==> src/rtl/lfsr_prng_stream_pkg.sv <==
// Shared definitions for the LFSR PRNG stream: FSM states, reference
// maximal-length XNOR tap sets and a constant clog2 helper.
package lfsr_prng_stream_pkg;

    typedef enum logic {
        ST_FILL  = 1'b0,
        ST_STALL = 1'b1
    } state_e;

    // XAPP052 XNOR taps, tap n mapped to bit n-1 of the Galois register.
    localparam logic [3:0]  LFSR_TAP_4  = 4'b1100;
    localparam logic [7:0]  LFSR_TAP_8  = 8'b1011_1000;
    localparam logic [15:0] LFSR_TAP_16 = 16'hD008;
    localparam logic [31:0] LFSR_TAP_32 = 32'h8020_0003;

    function automatic int unsigned lfsr_clog2(input int unsigned v);
        int unsigned r;
        r = 0;
        while ((64'd1 << r) < 64'(v)) r++;
        return r;
    endfunction

endpackage

==> src/rtl/lfsr_prng_stream_step.sv <==
// Combinational Galois XNOR LFSR: advances STEPS steps and reports the
// emitted bits, first emitted bit in bits_o[0].
module galois_lfsr_step #(
    parameter int unsigned              LFSR_WIDTH = 32,
    parameter logic [LFSR_WIDTH-1:0]    LFSR_TAP   = LFSR_WIDTH'(32'h8020_0003),
    parameter int unsigned              STEPS      = 1
) (
    input  logic [LFSR_WIDTH-1:0] state_i,
    output logic [LFSR_WIDTH-1:0] next_o,
    output logic [STEPS-1:0]      bits_o
);

    function automatic logic [LFSR_WIDTH-1:0] step1(input logic [LFSR_WIDTH-1:0] s);
        logic [LFSR_WIDTH-1:0] n;
        n[LFSR_WIDTH-1] = s[0];
        for (int unsigned i = 0; i < LFSR_WIDTH - 1; i++) begin
            n[i] = LFSR_TAP[i] ? ~(s[i+1] ^ s[0]) : s[i+1];
        end
        return n;
    endfunction

    logic [LFSR_WIDTH-1:0] walk;

    always_comb begin
        walk   = state_i;
        bits_o = '0;
        for (int unsigned k = 0; k < STEPS; k++) begin
            bits_o[k] = walk[0];
            walk      = step1(walk);
        end
        next_o = walk;
    end

endmodule

==> src/rtl/lfsr_prng_stream.sv <==
// Galois XNOR LFSR PRNG with LSB-first word assembly and a registered
// valid/ready output; the LFSR holds while a finished word cannot be handed off.
module lfsr_prng_stream
    import lfsr_prng_stream_pkg::*;
#(
    parameter int unsigned              LFSR_WIDTH    = 32,
    parameter logic [LFSR_WIDTH-1:0]    LFSR_TAP      = LFSR_WIDTH'(LFSR_TAP_32),
    parameter int unsigned              OUT_WIDTH     = 32,
    parameter int unsigned              STEPS_PER_CLK = 1
) (
    input  logic                  clk,
    input  logic                  rst_n,
    input  logic                  enable,
    input  logic                  seed_load,
    input  logic [LFSR_WIDTH-1:0] seed_in,
    output logic [OUT_WIDTH-1:0]  out_data,
    output logic                  out_valid,
    input  logic                  out_ready
);

    localparam int unsigned STEP_N = (STEPS_PER_CLK == 0) ? 1 : STEPS_PER_CLK;
    localparam int unsigned CHUNKS = OUT_WIDTH / STEP_N;
    localparam int unsigned CW     = (CHUNKS > 1) ? lfsr_clog2(CHUNKS) : 1;
    localparam int unsigned AW     = (CHUNKS > 1) ? OUT_WIDTH - STEP_N : 1;

    if (LFSR_WIDTH < 3) begin : g_chk_width
        $fatal(1, "lfsr_prng_stream: LFSR_WIDTH must be >= 3");
    end
    if (LFSR_TAP[LFSR_WIDTH-1] == 1'b0) begin : g_chk_tap
        $fatal(1, "lfsr_prng_stream: LFSR_TAP MSB must be set");
    end
    if (STEPS_PER_CLK == 0) begin : g_chk_steps
        $fatal(1, "lfsr_prng_stream: STEPS_PER_CLK must be non-zero");
    end
    if ((STEPS_PER_CLK != 0) && (OUT_WIDTH % STEPS_PER_CLK != 0)) begin : g_chk_div
        $fatal(1, "lfsr_prng_stream: STEPS_PER_CLK must divide OUT_WIDTH");
    end

    state_e                state_q;
    logic [LFSR_WIDTH-1:0] lfsr_q;
    logic [LFSR_WIDTH-1:0] lfsr_d;
    logic [CW-1:0]         cnt_q;
    logic [AW-1:0]         asm_q;
    logic [AW-1:0]         asm_d;
    logic [OUT_WIDTH-1:0]  word_d;
    logic [OUT_WIDTH-1:0]  out_data_q;
    logic                  out_valid_q;
    logic [STEP_N-1:0]     step_bits;
    logic                  last;
    logic                  hs;
    logic                  out_free;

    galois_lfsr_step #(
        .LFSR_WIDTH (LFSR_WIDTH),
        .LFSR_TAP   (LFSR_TAP),
        .STEPS      (STEP_N)
    ) u_step (
        .state_i (lfsr_q),
        .next_o  (lfsr_d),
        .bits_o  (step_bits)
    );

    // New chunks enter at the top and slide down, so the first chunk ends at bit 0.
    if (CHUNKS > 1) begin : g_asm
        assign word_d = {step_bits, asm_q};
        assign asm_d  = word_d[OUT_WIDTH-1:STEP_N];
    end else begin : g_noasm
        assign word_d = step_bits;
        assign asm_d  = '0;
    end

    assign last     = (cnt_q == CW'(CHUNKS - 1));
    assign hs       = out_valid_q & out_ready;
    assign out_free = ~out_valid_q | out_ready;

    always_ff @(posedge clk or negedge rst_n) begin
        if (!rst_n) begin
            state_q     <= ST_FILL;
            lfsr_q      <= '0;
            cnt_q       <= '0;
            asm_q       <= '0;
            out_data_q  <= '0;
            out_valid_q <= 1'b0;
        end else if (seed_load) begin
            state_q     <= ST_FILL;
            lfsr_q      <= (seed_in == '1) ? '0 : seed_in;
            cnt_q       <= '0;
            asm_q       <= '0;
            out_valid_q <= 1'b0;
        end else begin
            if (hs) out_valid_q <= 1'b0;
            if (enable) begin
                case (state_q)
                    ST_FILL: begin
                        if (!last) begin
                            lfsr_q <= lfsr_d;
                            asm_q  <= asm_d;
                            cnt_q  <= cnt_q + CW'(1);
                        end else if (out_free) begin
                            lfsr_q      <= lfsr_d;
                            out_data_q  <= word_d;
                            out_valid_q <= 1'b1;
                            asm_q       <= '0;
                            cnt_q       <= '0;
                        end else begin
                            state_q <= ST_STALL;
                        end
                    end
                    ST_STALL: begin
                        if (out_free) begin
                            lfsr_q      <= lfsr_d;
                            out_data_q  <= word_d;
                            out_valid_q <= 1'b1;
                            asm_q       <= '0;
                            cnt_q       <= '0;
                            state_q     <= ST_FILL;
                        end
                    end
                    default: state_q <= ST_FILL;
                endcase
            end
            // All-ones is the XNOR lock-up state; recover rather than stick.
            if (lfsr_q == '1) lfsr_q <= '0;
        end
    end

    assign out_data  = out_data_q;
    assign out_valid = out_valid_q;

endmodule
==> config.mk <==
export PLATFORM = sky130hd
export DESIGN_NAME = lfsr_prng_stream
export DESIGN_NICKNAME = d
export VERILOG_FILES = /design/src/rtl/lfsr_prng_stream_pkg.sv /design/src/rtl/lfsr_prng_stream_step.sv /design/src/rtl/lfsr_prng_stream.sv
export SDC_FILE = /design/constraint.sdc
export NUM_CORES = 1
export LEC_CHECK = 0
export CORE_MARGIN = 1
export CORE_UTILIZATION = 50
export DETAILED_ROUTE_END_ITERATION = 16
export PLACE_DENSITY = 0.81
export SLEW_MARGIN = 20
export SYNTH_ARGS = -nofsm -noshare
export SYNTH_HDL_FRONTEND = slang
export SYNTH_SLANG_ARGS = --single-unit
==> constraint.sdc <==
create_clock -name clk -period 2.5 [get_ports clk]
set_input_delay 0.25 -clock clk [delete_from_list [all_inputs] [get_ports clk]]
set_output_delay 0.25 -clock clk [all_outputs]
set_load 0.02 [all_outputs]
==> metrics.yaml <==
timing:
  maxSlewHeadroom_pct: 51.88
  hold_violations: 0
  fmax_ghz: 0.4221
  min_period_ns: 2.369
  period_share_pct: 94.76
  setup_viol_count_final: 0
  maxSlewViolCount: 0
  worstMarginPinSlew_ns: 0.7218
  skew_ns: 0.01144
  rsz0062_at_grt: "no"
  finalSetupTns_ns: 0
logic_synthesis:
  synth_seq_cells: 102
  synthCells: 321
  synth_flop_cell: "dfrtp_1"
  syn_nets: 362
  yosysWarnings: 0
  seq_area_frac_synth_pct: 60.36
  synth_edf_count: 0
  synthArstFlopShare_pct: 100.0
  ys_types: 35
  syn_avg_cell_area_um2: 13.17
  syn_area_um2: 4229
power_and_ir_drop:
  leakagePower_nw: 2.537
  vdd_drop_max_mv: 0.2958
  p_sw_mw: 0.8224
  power_density_nw_per_um2: 579.2
  seq_power_share_pct: 57.6
  pwr-share-comb_pct: 9.4
  p_int_mw: 2.242
  swShare_pct: 26.84
  pwr-share-clk_pct: 33.0
die:
  die-width_um: 93.97
  die_area_um2: 8829
  die_h_um: 93.97
  core_area_um2: 8217
  start_util_pct: 51.47
  placementRows: 33
  io_pins: 70
critical_path:
  cp_common_cell: "ha_1"
  rrSetupSlack_ns: 0.13
  r2r-start: "cnt_q[0]"
  required_ns: 2.73
  critPathMaxStageDelay_ns: 0.43
  cp.arrival_ns: 2.60
  cp_slowest_cell: "dfrtp_1"
  start_kind: "flip-flop"
  crit_fanout: 30
  critPathTopFamily: "simple AND/OR/NAND/NOR gates"
  r2r-end: "lfsr_q[2]"
  crit_chain: "ha_1 > and3_1 > ha_1 > or2_1 > nand2_2 > a221oi_2 > buf_6 > a222oi_1 > inv_1"
  path_class: "reg -> reg"
  cp-end-kind: "flip-flop"
  r2r_cells: 9
  cp_num_buf_inv: 2
drt:
  ant_nets: 0
  vias: 3024
  wire_per_inst_um: 18.05
  drtIter0Drc: 350
  drt_first_pass_iters: 9
  vias_per_cell: 6.000
  drc_errors: 0
  totalWireLength_um: 9095
cells_and_area:
  n_fill_cell: 611
  final_nets: 435
  insertedDiodeCount: 0
  fin_cells: 504
  layout-drive-gt1-share_pct: 10.53
  syn_to_final_growth_pct: 25.09
clock_tree:
  clock_latency_ns: 0.36
  post_cts_buffers: 0
  tritoncts: "yes"
  root_buffer: "clkbuf_8"
  cts_max_path_buffers: 2
  clock_sinks: 102
  clk_pin_slew_worst_paths_ns: 0.11
  cts_max_level: 3
  cts-buffers-inserted: 9
global_routing:
  grt_pass1_wl_um: 15060
  grt_antenna_before_repair: 0
  grt_pass1_vias: 3079
  grt-ovfl-total: 0
  grt_use_total_pct: 22.30
  grt_max_degree: 58
worst_hold_path:
  hold_path.class: "in -> async"
place:
  io_buffers: 69
  placedCellCount: 487
  gp_congestion: 0.8266
  dp_hpwl_um: 6197
run_status:
  outcome: "finished clean"
flow_run:
  cap_violations: 0
[repair_timing]
| item | in CTS | in global routing |
|---|---|---|
| hold buffers | 1 | 0 |
| hold endpoints to repair | 56 | 0 |
| resized for setup | 0 | 2 |
| setup endpoints to repair | 0 | 21 |
[state kept, by name, summed over array words and instances (netlist names)]
| signal | count |
|---|---|
| asm_q | 31 |
| state_q | 1 |
| cnt_q | 5 |
| lfsr_q | 32 |
| out_valid | 1 |
| out_data | 32 |
[area by class of cell]
cell class	count	area [um2]	area share, %
Clock buffer	9	123.9	2.342
Clock inverter	7	75.07	1.419
Inverter	30	112.6	2.129
Multi-Input combinational cell	169	1465	27.70
Sequential cell	102	2552	48.25
Tap cell	105	131.4	2.483
Timing Repair Buffer	82	829.5	15.68
[power groups by stage]
| stage | clock [mW] | sequential [mW] | combinational [mW] |
|---|---|---|---|
| after CTS | 1.04 | 1.76 | 0.287 |
| after global placement | 0 | 1.79 | 0.273 |
| after floorplan | 0 | 1.78 | 0.139 |
| after detailed placement | 0 | 1.79 | 0.285 |
| final | 1.01 | 1.77 | 0.287 |
| after global routing | 1.11 | 1.77 | 0.317 |
[metrics by stage]
stage               power [mW]  util, %  setup WS, ns  hold WS [ns]  instance area [um2]
floorplan                1.920        -        0.3209      -0.04559                 4229
global placement         2.063    61.76        0.1848        0.3493                 5075
detailed placement       2.080    61.76       0.06759        0.3611                 5075
CTS                      3.088    64.31       0.05894        0.4965                 5284
global route             3.196    64.38       0.01389        0.5136                 5290
finish                   3.064    64.38        0.1310        0.4841                 5290
[cell usage in the layout, fill, tap and decap left out, drive strengths merged, types with 3 or more instances in the layout]
master,n
nor2,11
a21oi,6
clkdlybuf4s50,68
a222oi,29
nand4,16
dfrtp,102
clkbuf,9
a32oi,3
o21ai,4
inv,34
nand2,7
buf,13
a22o,30
nor3,3
ha,4
nor4,4
mux2,33
[cell usage after synthesis (all sizes together), types with 3 or more instances]
library cell / number / area, um2
a21oi: 6 / 30.03
a222oi: 29 / 290.3
a22o: 30 / 262.8
a32oi: 3 / 26.28
buf: 12 / 86.33
clkbuf: 8 / 30.03
dfrtp: 102 / 2552
ha: 4 / 50.05
inv: 30 / 112.6
mux2: 33 / 371.6
nand2: 7 / 26.28
nand4: 16 / 100.1
nor2: 11 / 41.29
nor3: 3 / 15.01
nor4: 4 / 55.05
o21ai: 4 / 20.01
[metal layers]
layer | vias to the layer above | wire length (um) | global-route usage (%)
met5 | - | 0 | 0
met4 | 0 | 217 | 10.90
met3 | 18 | 443 | 4.207
met2 | 99 | 4545 | 35.95
met1 | 1527 | 3889 | 28.96
li1 | 1380 | - | -
[worst max-delay path by stage]
stage / cells after the start / start / endpoint
after floorplan: 9 / cnt_q[0] / lfsr_q[2]
after global placement: 9 / cnt_q[0] / lfsr_q[29]
after detailed placement: 9 / cnt_q[0] / lfsr_q[17]
after CTS: 9 / cnt_q[0] / lfsr_q[17]
after global routing: 9 / cnt_q[0] / lfsr_q[10]
final: 9 / cnt_q[0] / lfsr_q[2]
[cell families after synthesis]
kind of cell    Yosys count  synth area share [%]
xor+xnor                  2                0.4143
simple gates             49                 6.835
mux                      34                 9.024
fa+ha+maj                 4                 1.183
compound gates           80                 16.78
flops                   102                 60.36
buf+inv                  50                 5.414
(Power assumes the default switching activity.)
